===== config.mk =====
export PLATFORM = sky130hd
export DESIGN_NAME = ram_fifo_sync
export DESIGN_NICKNAME = d
export VERILOG_FILES = /design/src/rtl/ram_fifo_pkg.sv /design/src/rtl/ram_fifo_sync_ram.sv /design/src/rtl/ram_fifo_sync.sv
export SDC_FILE = /design/constraint.sdc
export NUM_CORES = 1
export LEC_CHECK = 0
export BUFFER_PORTS_ARGS = -buffer_cell sky130_fd_sc_hd__clkbuf_2
export CAP_MARGIN = 25
export CORE_MARGIN = 4
export CORE_UTILIZATION = 56
export DETAILED_ROUTE_END_ITERATION = 10
export GPL_TIMING_DRIVEN = 0
export HOLD_SLACK_MARGIN = 0.02
export PLACE_DENSITY = 0.78
export SYNTH_ARGS = -nofsm -noshare
export SYNTH_HDL_FRONTEND = slang
export SYNTH_SLANG_ARGS = --single-unit
export TNS_END_PERCENT = 100

===== constraint.sdc =====
create_clock -name clk -period 4.58 [get_ports clk]
set_input_delay 1.374 -clock clk [delete_from_list [all_inputs] [get_ports clk]]
set_output_delay 1.374 -clock clk [all_outputs]
set_load 0.005 [all_outputs]

===== src/rtl/ram_fifo_pkg.sv =====
// ---------------------------------------------------------------------------
// ram_fifo_pkg
// Shared constants, types and helpers for the ram_fifo_sync FIFO.
//   DEPTH / PTR_WIDTH   geometry derived from the default address width
//   *_DEF               default parameter values for the FIFO top level
//   fifo_op_e           accepted-operation encoding {read, write}
//   even_parity()       even parity bit of a (zero-extended) data word
// Optional feature macro used by the FIFO: RAM_FIFO_PARITY_EN.
// ---------------------------------------------------------------------------
package ram_fifo_pkg;

  localparam int DATA_WIDTH_DEF         = 8;
  localparam int ADDR_WIDTH_DEF         = 6;
  localparam int DEPTH                  = 1 << ADDR_WIDTH_DEF;
  localparam int PTR_WIDTH              = ADDR_WIDTH_DEF + 1;
  localparam int ALMOST_FULL_LEVEL_DEF  = 60;
  localparam int ALMOST_EMPTY_LEVEL_DEF = 4;

  // Widest data word the parity helper accepts; callers zero-extend.
  localparam int PARITY_MAX_W = 64;

  // Operations actually accepted this cycle, packed as {rd_acc, wr_acc}.
  typedef enum logic [1:0] {
    OP_NONE = 2'b00,
    OP_WR   = 2'b01,
    OP_RD   = 2'b10,
    OP_BOTH = 2'b11
  } fifo_op_e;

  // Even parity: the returned bit makes the total number of ones even.
  function automatic logic even_parity(input logic [PARITY_MAX_W-1:0] d);
    return ^d;
  endfunction

endpackage


===== src/rtl/ram_fifo_sync_ram.sv =====
// ---------------------------------------------------------------------------
// ram_sdp_sync
// Single-clock simple dual-port RAM with a registered read port.
//   clk    in   clock, rising edge
//   rst    in   async active-high reset; clears only the read register
//   we     in   write enable
//   waddr  in   write address
//   wdata  in   write word
//   re     in   read enable; rdata loads mem[raddr] at the edge
//   raddr  in   read address
//   rdata  out  registered read word, holds when re is low
// The array itself is never reset.
// ---------------------------------------------------------------------------
module ram_sdp_sync #(
  parameter int WIDTH      = 8,
  parameter int ADDR_WIDTH = 6
) (
  input  logic                  clk,
  input  logic                  rst,
  input  logic                  we,
  input  logic [ADDR_WIDTH-1:0] waddr,
  input  logic [WIDTH-1:0]      wdata,
  input  logic                  re,
  input  logic [ADDR_WIDTH-1:0] raddr,
  output logic [WIDTH-1:0]      rdata
);

  logic [WIDTH-1:0] mem [0:(1<<ADDR_WIDTH)-1];
  logic [WIDTH-1:0] rdata_d;
  logic [WIDTH-1:0] rdata_q;

  always_ff @(posedge clk) begin
    if (we) begin
      mem[waddr] <= wdata;
    end
  end

  always_comb begin
    rdata_d = rdata_q;
    if (re) begin
      rdata_d = mem[raddr];
    end
  end

  always_ff @(posedge clk or posedge rst) begin
    if (rst) begin
      rdata_q <= '0;
    end else begin
      rdata_q <= rdata_d;
    end
  end

  assign rdata = rdata_q;

endmodule


===== src/rtl/ram_fifo_sync.sv =====
// ---------------------------------------------------------------------------
// ram_fifo_sync
// Single-clock synchronous FIFO on a simple dual-port RAM, with occupancy,
// full/empty/almost flags, overflow/underflow pulses and a registered read
// port with valid (one cycle read latency).
//   clk           in   clock, rising edge
//   rst           in   asynchronous reset, active-high
//   wr_en         in   write request (ignored while full)
//   wr_data       in   write word
//   rd_en         in   read request (ignored while empty)
//   rd_data       out  registered read word, holds between reads
//   rd_valid      out  rd_data carries a freshly popped word
//   full / empty  out  count == DEPTH / count == 0
//   almost_full   out  count >= ALMOST_FULL_LEVEL
//   almost_empty  out  count <= ALMOST_EMPTY_LEVEL
//   count         out  occupancy 0..DEPTH
//   overflow      out  1-cycle pulse: write requested while full
//   underflow     out  1-cycle pulse: read requested while empty
//   parity_err    out  (RAM_FIFO_PARITY_EN only) popped word failed parity,
//                      coincident with rd_valid
// Optional feature macro: RAM_FIFO_PARITY_EN stores an even parity bit with
// every word and rechecks it on each pop.
// ---------------------------------------------------------------------------
module ram_fifo_sync
  import ram_fifo_pkg::*;
#(
  parameter int DATA_WIDTH         = DATA_WIDTH_DEF,
  parameter int ADDR_WIDTH         = ADDR_WIDTH_DEF,
  parameter int ALMOST_FULL_LEVEL  = ALMOST_FULL_LEVEL_DEF,
  parameter int ALMOST_EMPTY_LEVEL = ALMOST_EMPTY_LEVEL_DEF
) (
  input  logic                  clk,
  input  logic                  rst,
  input  logic                  wr_en,
  input  logic [DATA_WIDTH-1:0] wr_data,
  input  logic                  rd_en,
  output logic [DATA_WIDTH-1:0] rd_data,
  output logic                  rd_valid,
  output logic                  full,
  output logic                  empty,
  output logic                  almost_full,
  output logic                  almost_empty,
  output logic [ADDR_WIDTH:0]   count,
  output logic                  overflow,
  output logic                  underflow
`ifdef RAM_FIFO_PARITY_EN
  ,
  output logic                  parity_err
`endif
);

  localparam int PTR_W = ADDR_WIDTH + 1;
`ifdef RAM_FIFO_PARITY_EN
  localparam int RAM_W = DATA_WIDTH + 1;
`else
  localparam int RAM_W = DATA_WIDTH;
`endif

  localparam logic [PTR_W-1:0] FULL_CNT = PTR_W'(1 << ADDR_WIDTH);
  localparam logic [PTR_W-1:0] AF_LVL   = PTR_W'(ALMOST_FULL_LEVEL);
  localparam logic [PTR_W-1:0] AE_LVL   = PTR_W'(ALMOST_EMPTY_LEVEL);

  logic [PTR_W-1:0] wr_ptr_d, wr_ptr_q;
  logic [PTR_W-1:0] rd_ptr_d, rd_ptr_q;
  logic             rd_valid_d, rd_valid_q;
  logic             overflow_d, overflow_q;
  logic             underflow_d, underflow_q;

  logic             wr_acc;
  logic             rd_acc;
  fifo_op_e         op;
  logic [RAM_W-1:0] ram_wdata;
  logic [RAM_W-1:0] ram_rdata;

  // Occupancy is the pointer distance. The extra wrap bit is what lets a
  // distance of DEPTH (full) differ from a distance of 0 (empty); the modulo
  // subtraction stays correct across pointer wrap.
  assign count        = wr_ptr_q - rd_ptr_q;
  assign full         = (count == FULL_CNT);
  assign empty        = (count == '0);
  assign almost_full  = (count >= AF_LVL);
  assign almost_empty = (count <= AE_LVL);

  // At full a simultaneous read still drains, at empty a simultaneous write
  // still fills; the rejected side raises its error pulse.
  assign wr_acc = wr_en & ~full;
  assign rd_acc = rd_en & ~empty;
  assign op     = fifo_op_e'({rd_acc, wr_acc});

  always_comb begin
    wr_ptr_d    = wr_ptr_q;
    rd_ptr_d    = rd_ptr_q;
    rd_valid_d  = rd_acc;
    overflow_d  = wr_en & full;
    underflow_d = rd_en & empty;
    case (op)
      OP_WR:   wr_ptr_d = wr_ptr_q + 1'b1;
      OP_RD:   rd_ptr_d = rd_ptr_q + 1'b1;
      OP_BOTH: begin
        wr_ptr_d = wr_ptr_q + 1'b1;
        rd_ptr_d = rd_ptr_q + 1'b1;
      end
      default: ;
    endcase
  end

  always_ff @(posedge clk or posedge rst) begin
    if (rst) begin
      wr_ptr_q    <= '0;
      rd_ptr_q    <= '0;
      rd_valid_q  <= 1'b0;
      overflow_q  <= 1'b0;
      underflow_q <= 1'b0;
    end else begin
      wr_ptr_q    <= wr_ptr_d;
      rd_ptr_q    <= rd_ptr_d;
      rd_valid_q  <= rd_valid_d;
      overflow_q  <= overflow_d;
      underflow_q <= underflow_d;
    end
  end

  assign rd_valid  = rd_valid_q;
  assign overflow  = overflow_q;
  assign underflow = underflow_q;

`ifdef RAM_FIFO_PARITY_EN
  assign ram_wdata  = {even_parity(PARITY_MAX_W'(wr_data)), wr_data};
  assign rd_data    = ram_rdata[DATA_WIDTH-1:0];
  // A good stored word has even overall parity, so any odd XOR is an error.
  assign parity_err = rd_valid_q & (^ram_rdata);
`else
  assign ram_wdata  = wr_data;
  assign rd_data    = ram_rdata;
`endif

  // Read and write never hit the same address in one cycle: equal addresses
  // mean empty (read blocked) or full (write blocked).
  ram_sdp_sync #(
    .WIDTH      (RAM_W),
    .ADDR_WIDTH (ADDR_WIDTH)
  ) u_ram (
    .clk   (clk),
    .rst   (rst),
    .we    (wr_acc),
    .waddr (wr_ptr_q[ADDR_WIDTH-1:0]),
    .wdata (ram_wdata),
    .re    (rd_acc),
    .raddr (rd_ptr_q[ADDR_WIDTH-1:0]),
    .rdata (ram_rdata)
  );

endmodule

; Word-level counts from Yosys, hierarchy flattened
; Memory sizes are Yosys's and may differ from the RTL's. A register that Yosys moved wholly into a read port is not among the register bits.
; Index checks and enable logic that the tools add are counted.
[word_totals]
regBits = 17
latch_bits = 0
ram_bits = 512
romBits = 0
input_bits = 12
out_inout_bits = 22
n_memories = 1
[mem_list]
columns = memory, words, word_bits, read_ports, rd_ports_with_merged_regs, write_ports, line_no
row1 = u_ram.mem, 64, 8, 1, 1, 1, ram_fifo_sync_ram.sv:28  ; logic [WIDTH-1:0] mem [0:(1<<ADDR_WIDTH)-1];
[classes]
add_sub_neg = 3
n_mul = 0
div_mod_pow = 0
n_lt_le_gt_ge = 2
eq_ne = 4
shift = 0
mux = 2
bitwise_logic = 6
n_reduce_logical = 3
[ops]
columns = op, count
row1 = "adder 7 x 1 -> 7 bit, second input constant", 2
row2 = "equality test 7 bit, second input constant", 1
row3 = ">= comparator 7 x 6 -> 1 bit, second input constant", 1
row4 = "less-or-equal comparator 7 x 3 -> 1 bit, second input constant", 1
row5 = logical NOT 7 bit, 1
row6 = subtractor 7 bit, 1
row7 = AND 1 bit, 4
row8 = "equality test 2 bit, second input constant", 2
row9 = OR reduction 2 bit, 2
row10 = "equality test 2 x 1 -> 1 bit, second input constant", 1
row11 = two-way mux 1 bit, 2
row12 = inverter 1 bit, 2

; Depth between registers and ports, before layout
[depth]
ltp_word = 6
ltp_mapped = 14

; Hierarchy
; From an unflattened synthesis, not the netlist that was laid out.
[unflattened]
hier_cells = 1037
area_unflattened_um2 = 21279.2
[by_module_without_submodules]
columns = module, instances, cells_per_inst, area_per_inst_um2, seq_area_each_um2
row1 = ram_sdp_sync, 1, 939, 20233.2, 15574.9
row2 = ram_fifo_sync, 1, 98, 1046.0, 425.4

; Least setup slack after synthesis
; OpenSTA, ideal clock, no wires.
[synth_path]
path_type = register -> register
startpoint = register rd_ptr_q[1]
endpoint = memory u_ram.mem[32][0], enable pin
setup_time_ps = 395
arrival_time_ps = 4070
required_time_ps = 4185
path_slack_ps = 115
stages_incl_launch_ff = 15
n_path_buf = 5
synth_period_minus_slack_ps = 4465
cell_sequence = dfrtp_1 -> clkbuf_1 -> buf_1 -> buf_1 -> inv_1 -> fa_1 -> a21o_1 -> a21oi_1 -> xnor2_2 -> a211oi_2 -> and2_4 -> or3_1 -> buf_6 -> buf_6 -> nor4_1
[synth_between]
elab_chain_len = 6
[synth_lines]
columns = item, line_no
row1 = start: declaration, ram_fifo_sync.sv:64  ; logic [PTR_W-1:0] rd_ptr_d, rd_ptr_q;
row2 = start signal: assignment, ram_fifo_sync.sv:116  ; rd_ptr_q <= rd_ptr_d;
row3 = subtractor 7 bit, ram_fifo_sync.sv:78  ; assign count = wr_ptr_q - rd_ptr_q;
row4 = via count[4], ram_fifo_sync.sv:43  ; output logic [ADDR_WIDTH:0] count,
row5 = equality test 7 bit, ram_fifo_sync.sv:79  ; assign full = (count == FULL_CNT);
row6 = via full, ram_fifo_sync.sv:39  ; output logic full,
row7 = inverter 1 bit, ram_fifo_sync.sv:86  ; assign wr_acc = wr_en & ~full;
row8 = AND 1 bit, ram_fifo_sync.sv:86
row9 = two-way mux 1 bit, ram_fifo_sync_ram.sv:33  ; if (we) begin
row10 = two-way mux 1 bit (not written as such), ram_fifo_sync_ram.sv:34  ; mem[waddr] <= wdata;
row11 = end: declaration, ram_fifo_sync_ram.sv:28
; The timed path passes the listed nets, and every way through them passes these cells.

; Worst setup path after layout
[layout_path]
startpoint = register wr_ptr_q[0]
endpoint = memory u_ram.mem[53][1], enable pin
[layout_between]
elab_chain_len = 6
[layout_lines]
columns = item, line_no
row1 = start: declaration, ram_fifo_sync.sv:63  ; logic [PTR_W-1:0] wr_ptr_d, wr_ptr_q;
row2 = start signal: assignment, ram_fifo_sync.sv:115  ; wr_ptr_q <= wr_ptr_d;
row3 = subtractor 7 bit, ram_fifo_sync.sv:78
row4 = equality test 7 bit, ram_fifo_sync.sv:79
row5 = inverter 1 bit, ram_fifo_sync.sv:86
row6 = AND 1 bit, ram_fifo_sync.sv:86
row7 = two-way mux 1 bit, ram_fifo_sync_ram.sv:33
row8 = two-way mux 1 bit (not written as such), ram_fifo_sync_ram.sv:34
; Several ways; a longest one is shown, not always the timed one.

==> flow_metrics.tcl <==
set metrics [dict create \
    intPower_mw 10.01 \
    synth_common_cells "edfxtp_1, mux4_2, nor2_1, nand2_1, a22oi_1" \
    setup_ws_ns 0.03221 \
    io_pins 34 \
    synth_top_area_share 0.7293 \
    cp.required_ns 4.77 \
    design.die.area_sq_mm 0.04082 \
    area_delta_synth_final_pct 13.85 \
    synth_most_common_cell "edfxtp_1" \
    grt_pass1_wl_microns 70560 \
    nNetsFinal 1178 \
    skew_ns 0.01832 \
    worst_hold_path_type "reg -> reg" \
    fin_setup_tns_ns 0 \
    route.detailed.drc 0 \
    vdd_drop_max_v 0.0004168 \
    cts_tree "done" \
    synth_top_area_cell "edfxtp_1" \
    slowest_delay_ns 0.84 \
    final_hold_viol_count 0 \
    crit_fanout 10 \
    netlist_instances 1032 \
    ys_warn_count 0 \
    r2r_end "u_ram.mem[53][1]" \
    regToRegStartpoint "wr_ptr_q[0]" \
    combPwrFrac 0.336 \
    arrival_ns 4.74 \
    num_rows 70 \
    antenna_found_initial 0 \
    layout-drive-gt1-share 0.2813 \
    cts_sinks 537 \
    switching_share 0.3289 \
    dp_slack_ns -1.329 \
    fin_crit_sh 0.9930 \
    syn_area_sq_mm 0.02108 \
    gp_congestion 0.9275 \
    status "finished, final reports clean" \
    drv_slew 0 \
    p_leak_nw 7.733 \
    setup_viol 0 \
    synthFlopType "edfxtp_1" \
    insertion_delay_ns 0.57 \
    rsz0062_at_grt "true" \
    portBuffers 33 \
    core_sq_mm 0.03687 \
    min_to "rd_ptr_q[6]" \
    crit_path_end_kind "flip-flop" \
    holdPathStages 1 \
    numCtsBuffers 51 \
    die_y_microns 202.0 \
    min_from "rd_ptr_q[6]" \
    power.switching_mw 4.907 \
    start_kind "flip-flop" \
    crit_family "simple AND/OR/NAND/NOR gates" \
    via_count 11010 \
    via_per_inst 6.470 \
    clockRootBuffer "clkbuf_16" \
    grt-ovfl-total 0 \
    first_pass_iters 6 \
    max_slew_margin 0.2535 \
    synth-edff-count 512 \
    clkPwrFrac 0.273 \
    htree_levels 2 \
    ys_seq_area_frac 0.7589 \
    hold_slack_ns 0.5306 \
    p_per_area_mw_per_mm2 621.6 \
    crit_type "reg -> reg" \
    synth.ff_latch_count 537 \
    avgRoutedWirePerCell_microns 27.91 \
    r2r_slack_ns 0.03 \
    die_w_microns 202.0 \
    synth.distinct_cells 51 \
    async_flop_share 0.04655 \
    worst-path-buf-inv 2 \
    num_antenna_cells 0 \
    avgSynthCellArea_sq_um 20.43 \
    ctsLongestPathBuffers 3 \
    grt_usage 0.2320 \
    start_util 0.5718 \
    synth_fp_nets 1053 \
    synth.area.top_cells "edfxtp_1, mux4_2, dfrtp_1" \
    dp.final_hpwl_microns 30880 \
    path_cells "inv_1 > ha_1 > inv_1 > fa_1 > a21o_1 > a21oi_2 > nand4b_1 > nand3_4 > a21oi_2 > nand4b_1 > nor2_2" \
    worstMarginPinSlew_ns 1.111 \
    fmax_mhz 219.9 \
    grt_max_degree 45 \
    grt_pass1_vias 10920 \
    fillers 2350 \
    clk_pin_slew_ns 0.07 \
    ant_nets 0 \
    drv_cap 0 \
    r2r_cells 11 \
    period_minus_slack_ns 4.548 \
    seqPwrFrac 0.391 \
    crit_slowest_cell "nand4b_1" \
    drtIter0Drc 1446 \
    wl_microns 47500 \
]
==> cells in the final DEF, fill, tap and decap left out, drive strengths merged, types with 3 or more instances in the layout <==
master | Yosys | routed
a21oi | 4 | 4
clkbuf | 24 | 119
and2 | 3 | 3
nand2 | 40 | 40
a211oi | 10 | 10
a22oi | 32 | 32
nand3 | 3 | 3
nor4 | 10 | 10
clkinv | 0 | 24
nor2 | 53 | 53
bufinv | 0 | 4
inv | 15 | 15
o21ai | 25 | 25
mux4 | 128 | 128
ha | 8 | 8
nor3 | 29 | 29
edfxtp | 512 | 512
a222oi | 8 | 8
xnor2 | 15 | 15
nand4 | 4 | 4
buf | 31 | 71
dfrtp | 25 | 25
nand3b | 3 | 3
xor2 | 4 | 4
o22ai | 24 | 24
clkinvlp | 0 | 3
and3 | 3 | 3
==> worst max-delay path by stage <==
stage / start / end / slack (ns) / cells past startpoint
CTS: rd_ptr_q[1] / almost_full / 0.02 / 12
global placement: rd_ptr_q[1] / u_ram.mem[0][7] / -1.58 / 13
finish: wr_ptr_q[0] / u_ram.mem[53][1] / 0.03 / 11
global route: wr_ptr_q[0] / u_ram.mem[6][7] / -0.12 / 11
detailed placement: rd_ptr_q[1] / u_ram.mem[54][2] / -1.33 / 12
floorplan: rd_ptr_q[1] / u_ram.mem[32][0] / 0.12 / 14
==> stage by stage <==
stage,cell area [sq um],cells,utilization,power [mW]
after CTS,23870,1694,0.6474,14.79
after floorplan,21080,1032,-,9.083
after detailed placement,22220,1601,0.6027,10.71
after global routing,24000,1702,0.6509,15.48
after global placement,21880,1569,0.5933,10.57
final,24000,1702,0.6509,14.92
==> cells by family after synthesis <==
logic type | share of synthesized area
fa+ha+maj | 0.005698
compound gates | 0.03662
mux | 0.1378
buf+inv | 0.01513
xor+xnor | 0.008606
simple gates | 0.03721
flops | 0.7589
==> per-layer routing <==
layer	vias up	track usage	wire, microns
met3	121	0.05840	5413
met4	0	0.07104	1603
li1	4543	-	-
met2	727	0.3642	22790
met1	5621	0.3289	17700
met5	-	0	0
==> sequential cells by signal, indices dropped and copies added, names as in the netlist <==
signal	count
rd_valid	1
wr_ptr_q	7
u_ram.rdata	8
underflow	1
rd_ptr_q	7
u_ram.mem	512
overflow	1
==> worst reg2reg max path: cells and delay by family (launching register included) <==
| kind | cells | cell delay [ns] |
|---|---|---|
| AO/OA/AOI/OAI | 3 | 0.89 |
| buffers and inverters | 2 | 0.23 |
| flip-flops | 1 | 0.45 |
| AND/OR/NAND/NOR | 4 | 2.01 |
| adder cells (fa/ha/maj) | 2 | 0.61 |
==> what timing repair did <==
item                                    CTS  global route
resized for setup                        14            14
setup buffers                             1             5
hold buffers                              0             0
pin swaps                                 0             1
endpoints found under the setup margin  527           100
hold endpoints to repair                  0             0
==> power groups by stage <==
stage / sequential, mW / clock [mW] / combinational (mW)
CTS: 5.80 / 4.11 / 4.88
global placement: 5.89 / 0 / 4.68
finish: 5.83 / 4.07 / 5.02
floorplan: 5.83 / 0 / 3.25
global route: 5.84 / 4.34 / 5.30
detailed placement: 5.90 / 0 / 4.81
==> layout make-up <==
cell class	count	area (sq um)	area share
Tap cell	504	630.6	0.02627
Clock buffer	63	1364	0.05682
Clock inverter	31	254.0	0.01058
Multi-Input combinational cell	425	4831	0.2013
Sequential cell	537	16000	0.6667
Inverter	15	60.06	0.002502
Buffer	51	275.3	0.01147
Timing Repair Buffer	76	585.6	0.02440
(Power assumes the default switching activity.)
